<file path="src/rtl/busca_binaria.sv">
// Successive-approximation (binary) search controller.
// Drives a trial value to an external comparator and refines it one bit per
// cycle from the MSB down, using the maior/igual/menor flags that come back.
module busca_binaria #(
    parameter int WIDTH = 4
) (
    input  logic             clk,
    input  logic             rst_n,
    input  logic             iniciar,
    input  logic             maior,
    input  logic             igual,
    input  logic             menor,
    output logic [WIDTH-1:0] palpite,
    output logic [WIDTH-1:0] resultado,
    output logic             ocupado,
    output logic             pronto,
    output logic             erro
);

    localparam int IW = (WIDTH > 1) ? $clog2(WIDTH) : 1;

    typedef enum logic [1:0] {
        OCIOSO = 2'd0,
        BUSCA  = 2'd1,
        FIM    = 2'd2
    } estado_t;

    estado_t          state_reg, state_next;
    logic [IW-1:0]    idx_reg, idx_next;
    logic [WIDTH-1:0] palpite_reg, palpite_next;
    logic [WIDTH-1:0] resultado_reg, resultado_next;
    logic             ocupado_reg, ocupado_next;
    logic             pronto_reg, pronto_next;
    logic             erro_reg, erro_next;

    // Trial value with the current bit cleared (used when the guess was too big)
    logic [WIDTH-1:0] trial;
    // Number of comparator flags asserted; anything but one is a fault
    logic [1:0]       flag_count;

    assign flag_count = {1'b0, maior} + {1'b0, igual} + {1'b0, menor};

    assign palpite   = palpite_reg;
    assign resultado = resultado_reg;
    assign ocupado   = ocupado_reg;
    assign pronto    = pronto_reg;
    assign erro      = erro_reg;

    // State and datapath registers; reset abandons any search in progress
    always_ff @(posedge clk or negedge rst_n) begin
        if (!rst_n) begin
            state_reg     <= OCIOSO;
            idx_reg       <= IW'(WIDTH - 1);
            palpite_reg   <= '0;
            resultado_reg <= '0;
            ocupado_reg   <= 1'b0;
            pronto_reg    <= 1'b0;
            erro_reg      <= 1'b0;
        end else begin
            state_reg     <= state_next;
            idx_reg       <= idx_next;
            palpite_reg   <= palpite_next;
            resultado_reg <= resultado_next;
            ocupado_reg   <= ocupado_next;
            pronto_reg    <= pronto_next;
            erro_reg      <= erro_next;
        end
    end

    // Next-state and next-output logic; outputs are registered so ocupado and
    // pronto line up exactly with the BUSCA and FIM states
    always_comb begin
        state_next     = state_reg;
        idx_next       = idx_reg;
        palpite_next   = palpite_reg;
        resultado_next = resultado_reg;
        erro_next      = erro_reg;
        ocupado_next   = 1'b0;
        pronto_next    = 1'b0;
        trial          = palpite_reg;
        trial[idx_reg] = 1'b0;

        case (state_reg)
            OCIOSO: begin
                if (iniciar) begin
                    palpite_next = WIDTH'(1) << (WIDTH - 1);
                    idx_next     = IW'(WIDTH - 1);
                    erro_next    = 1'b0;
                    ocupado_next = 1'b1;
                    state_next   = BUSCA;
                end
            end
            BUSCA: begin
                ocupado_next = 1'b1;
                if (flag_count != 2'd1) begin
                    erro_next      = 1'b1;
                    resultado_next = palpite_reg;
                    state_next     = FIM;
                end else if (igual) begin
                    resultado_next = palpite_reg;
                    state_next     = FIM;
                end else if (maior) begin
                    palpite_next = trial;
                    if (idx_reg != '0) begin
                        palpite_next[idx_reg - 1'b1] = 1'b1;
                        idx_next = idx_reg - 1'b1;
                    end else begin
                        resultado_next = trial;
                        state_next     = FIM;
                    end
                end else begin
                    if (idx_reg != '0) begin
                        palpite_next[idx_reg - 1'b1] = 1'b1;
                        idx_next = idx_reg - 1'b1;
                    end else begin
                        resultado_next = palpite_reg;
                        state_next     = FIM;
                    end
                end
                if (state_next == FIM) begin
                    ocupado_next = 1'b0;
                    pronto_next  = 1'b1;
                end
            end
            FIM: begin
                state_next = OCIOSO;
            end
            default: begin
                state_next = OCIOSO;
            end
        endcase
    end

endmodule
</file>
<file path="config.mk">
export PLATFORM = sky130hd
export DESIGN_NAME = busca_binaria
export DESIGN_NICKNAME = d
export VERILOG_FILES = /design/src/rtl/busca_binaria.sv
export SDC_FILE = /design/constraint.sdc
export NUM_CORES = 1
export LEC_CHECK = 0
export CORE_MARGIN = 1.5
export CORE_UTILIZATION = 46
export CTS_CLUSTER_SIZE = 40
export DETAILED_ROUTE_END_ITERATION = 10
export HOLD_SLACK_MARGIN = 0.1
export MAX_ROUTING_LAYER = met4
export PLACE_DENSITY = 0.7
export SETUP_SLACK_MARGIN = 0.15
export SLEW_MARGIN = 20
export SYNTH_ARGS = -nofsm -noshare
export SYNTH_HDL_FRONTEND = slang
export SYNTH_SLANG_ARGS = --single-unit
</file>
<file path="constraint.sdc">
create_clock -name clk -period 1.67 [get_ports clk]
set_input_delay 0.501 -clock clk [delete_from_list [all_inputs] [get_ports clk]]
set_output_delay 0.501 -clock clk [all_outputs]
set_load 0.01 [all_outputs]
</file>
==> results by group <==
Detailed routing
  • Vias after detailed routing: 972
  • Number of antenna-violating nets in the routed design: 0
  • Overall routed net length: 2.90 mm
  • Post-route DRC: 0
  • Mean routed wirelength per cell: 17.6 um
  • Drt via density: 5.89
  • First-iteration detailed-routing DRC count: 28
  • Length of the first detailed-routing pass in iterations: 4

Global route
  • Remaining Overflow, GRT: 0
  • Number of global-route vias before repair: 955
  • Largest net degree at the start of global routing: 16
  • Initial antenna violation count: 0
  • Global-route usage over all layers: 26.1%
  • First-pass GRT wire length: 4.60 mm

Clock tree
  • Htree depth: 1
  • Number of buffers created by CTS: 3
  • TritonCTS clock tree: done
  • Clock transition at the registers of the reported paths: approximately 0.1 ns
  • Clock sinks: 15
  • Clock latency reported for the late side of the worst-skew pair: 0.30 ns
  • Number of buffers added to fix hold violations after cts: 0
  • Maximum count of clock buffers along a single path: 2
  • CTS root buf: sky130_fd_sc_hd__clkbuf_4

Setup path
  • Crit path required time: 1.86 ns
  • Number of buffer and inverter stages on the critical path: 1
  • Crit path max-delay cell type: sky130_fd_sc_hd__fa_1
  • Cell chain of the critical path: buf_6, fa_1, or3b_4, o21a_4, mux2_4
  • Arr. time, crit path: approximately 2.1 ns
  • Worst-path maximum fanout: 5
  • Stage delay of the slowest cell on the critical path: approximately 0.56 ns
  • Family of cells with the greatest summed delay on the critical path: adder cells
  • Endpoint kind of the worst setup timing path: flip-flop
  • Critical Path Start Type: input port
  • Path type of the worst setup path: input port to flip-flop

Final layout
  • Post-Route Utilization: 75.2%
  • Combined area of the multi-input logic cells: about 700 um2
  • FF+latch area: 378 um2
  • Filler Cell Count: 152
  • Summed area of non-filler cells in the final layout: 1520 um2
  • Synthesis-to-finish area growth: 50.7%
  • Total inserted antenna cells: 0
  • Proportion of layout cells with a drive suffix above 1: 42.0%
  • Post-layout net count: around 150

Logic synthesis
  • Mapped Nets: 108
  • Warnings from Yosys: 0
  • Async S/R FF share, synth: 100%
  • Sequential area share after synthesis: 37.4%
  • Avg Cell Area, Syn: 10.6 um2
  • Post-synthesis cell area: 1010 um2
  • Number of enable-type register cells in the synthesized netlist: 0
  • Number of different library cells in the post-synthesis netlist: 36
  • Synth Flop Type: sky130_fd_sc_hd__dfrtp_1
  • Number of storage elements in the synthesis netlist: 15
  • Post-Syn Instances: 95

STA
  • Min Clock Period, post-route: approximately 1.9 ns
  • Actual slew at the worst max-slew pin: 0.488 ns
  • Unrepaired setup endpoints after global routing: yes
  • Total setup violations reported at the end of the flow: 14
  • Accumulated negative setup slack: -2.06 ns
  • Hold violation count in the final report: 0
  • Fin. max-slew vios: 0
  • Worst Setup Slack, final: -0.226 ns
  • Setup skew after layout: 0.00539 ns
  • Relative max-transition margin: 67.4%
  • Final critical-path share of the clock period: 114%
  • F_max: 527 MHz

Placement
  • Post-place setup slack: -0.885 ns
  • Area post-placement: 1330 um2
  • DPL Wire Length: 1.78 mm
  • PortBufs: 16
  • Global placer's final weighted congestion: 0.856

Die
  • Die Area: about 2500 um2
  • Initial standard-cell utilization of the core: 49.9%
  • I/O pin count: 17
  • # rows: 16
  • Area of the placeable core: 2020 um2
  • X dimension of the die: ~50 um
  • Vert. Die Dim: 49.9 um

Power and ir drop
  • Areal power density over the cells: 971 nW/um2
  • Lkg Pwr: 0.000729 uW
  • VDD IR-drop max: 654 uV

Min path
  • Worst hold path type: input port to async pin

Status
  • Run status: complete, but fails checks
  • Violated checks: negative setup slack

Job
  • Max-cap check violation count: 0
## what timing repair did
action	CTS	global route
setup buffers	7	1
endpoints found under the setup margin	26	15
endpoints found under the hold margin	0	0
pin swaps	5	6
resized for setup	38	13
## worst register-to-register path, stage by stage (launching register included)
cell and delay, ns:
sky130_fd_sc_hd__dfstp_2 0.54, sky130_fd_sc_hd__inv_1 0.06, sky130_fd_sc_hd__ha_1 0.23, sky130_fd_sc_hd__buf_4 0.17
sky130_fd_sc_hd__o21ba_2 0.22, sky130_fd_sc_hd__o31ai_1 0.27, sky130_fd_sc_hd__a211oi_1 0.13
## metrics by stage
stage / instances / hold slack [ns] / total power (uW)
floorplan: 95 / 0.205 / 892
global placement: 153 / 0.492 / 1150
detailed placement: 153 / 0.498 / 1160
CTS: 164 / 0.519 / 1430
global route: 165 / 0.521 / 1560
finish: 165 / 0.513 / 1480
## power breakdown
part           leakage [uW]  internal (uW)  total, uW  switching [uW]
logic              0.000524            383        732             348
clock network     0.0000177           89.5        227             137
registers          0.000187            448        519            71.2
## path summary, 6_finish.rpt
kind / from / end / slack, ns / depth (start not counted)
setup reg to reg: idx_reg[0]$_DFFE_PN1P_ / palpite[1]$_DFFE_PN0P_ / -0.07 / 6
hold / removal: rst_n / palpite[3]$_DFFE_PN0P_ / 0.51 / 2
max in group asynchronous: rst_n / idx_reg[0]$_DFFE_PN1P_ / 0.91 / 2
hold reg to reg: resultado[3]$_DFFE_PN0P_ / resultado[3]$_DFFE_PN0P_ / 0.52 / 1
setup / recovery: igual / resultado[1]$_DFFE_PN0P_ / -0.23 / 5
min in group clk: resultado[3]$_DFFE_PN0P_ / resultado[3]$_DFFE_PN0P_ / 0.52 / 1
## routing by layer
| metal | track usage [%] | vias up | wire length [um] |
|---|---|---|---|
| li1 | - | 439 | - |
| met1 | 33.4 | 472 | 1270 |
| met2 | 42.4 | 46 | 1390 |
| met3 | 3.03 | 15 | 122 |
| met4 | 9.72 | 0 | 110 |
| met5 | - | - | 0 |
## layout make-up
class / instances / share of cell area [%]
well taps: 27 / 2.22
inverters: 6 / 1.48
multi-input cells: 71 / 46.4
clock buffers: 3 / 1.48
clock inverters: 1 / 0.329
repair buffers: 42 / 23.3
flip-flops and latches: 15 / 24.8
## synthesized netlist by cell type (2+ instances only)
master / count / share of area, %
sky130_fd_sc_hd__mux2_4: 4 / 5.9
sky130_fd_sc_hd__o31ai_1: 5 / 3.7
sky130_fd_sc_hd__nand2b_1: 5 / 3.1
sky130_fd_sc_hd__clkbuf_1: 2 / 0.74
sky130_fd_sc_hd__o22ai_1: 2 / 1.2
sky130_fd_sc_hd__a211oi_1: 4 / 3.0
sky130_fd_sc_hd__nor2_1: 4 / 1.5
sky130_fd_sc_hd__dfstp_2: 2 / 5.2
sky130_fd_sc_hd__a21boi_0: 5 / 3.7
sky130_fd_sc_hd__dfrtp_1: 13 / 32
sky130_fd_sc_hd__mux2i_1: 2 / 2.0
sky130_fd_sc_hd__a21oi_1: 3 / 1.5
sky130_fd_sc_hd__ha_1: 6 / 7.4
sky130_fd_sc_hd__o21ba_2: 2 / 2.0
sky130_fd_sc_hd__nor2b_1: 8 / 5.0
sky130_fd_sc_hd__inv_1: 6 / 2.2
sky130_fd_sc_hd__a31oi_1: 3 / 1.9
## cell families (layout without fill, tap and decap cells)
kind of cell	after synthesis	in the layout	share of synthesized area, %
buf+inv	9	52	3.72
simple gates	26	26	17.3
mux	6	6	7.93
flops	15	15	37.4
fa+ha+maj	7	7	9.42
compound gates	32	32	24.2
## placed cells by master, fill, tap and decap left out, types with 2 or more instances in the layout
master / count
sky130_fd_sc_hd__o22ai_1: 2
sky130_fd_sc_hd__o21ba_2: 2
sky130_fd_sc_hd__dfrtp_1: 13
sky130_fd_sc_hd__clkdlybuf4s50_1: 2
sky130_fd_sc_hd__nor2_1: 2
sky130_fd_sc_hd__clkbuf_4: 3
sky130_fd_sc_hd__mux2i_1: 2
sky130_fd_sc_hd__a211oi_1: 3
sky130_fd_sc_hd__buf_4: 22
sky130_fd_sc_hd__dlygate4sd2_1: 11
sky130_fd_sc_hd__nand2b_1: 5
sky130_fd_sc_hd__a21oi_2: 2
sky130_fd_sc_hd__buf_6: 6
sky130_fd_sc_hd__a21boi_1: 4
sky130_fd_sc_hd__nor2b_1: 8
sky130_fd_sc_hd__mux2_4: 4
sky130_fd_sc_hd__o31ai_1: 4
sky130_fd_sc_hd__ha_1: 6
sky130_fd_sc_hd__inv_1: 6
sky130_fd_sc_hd__dfstp_2: 2
No activity file was read; power rests on OpenSTA's default activity.
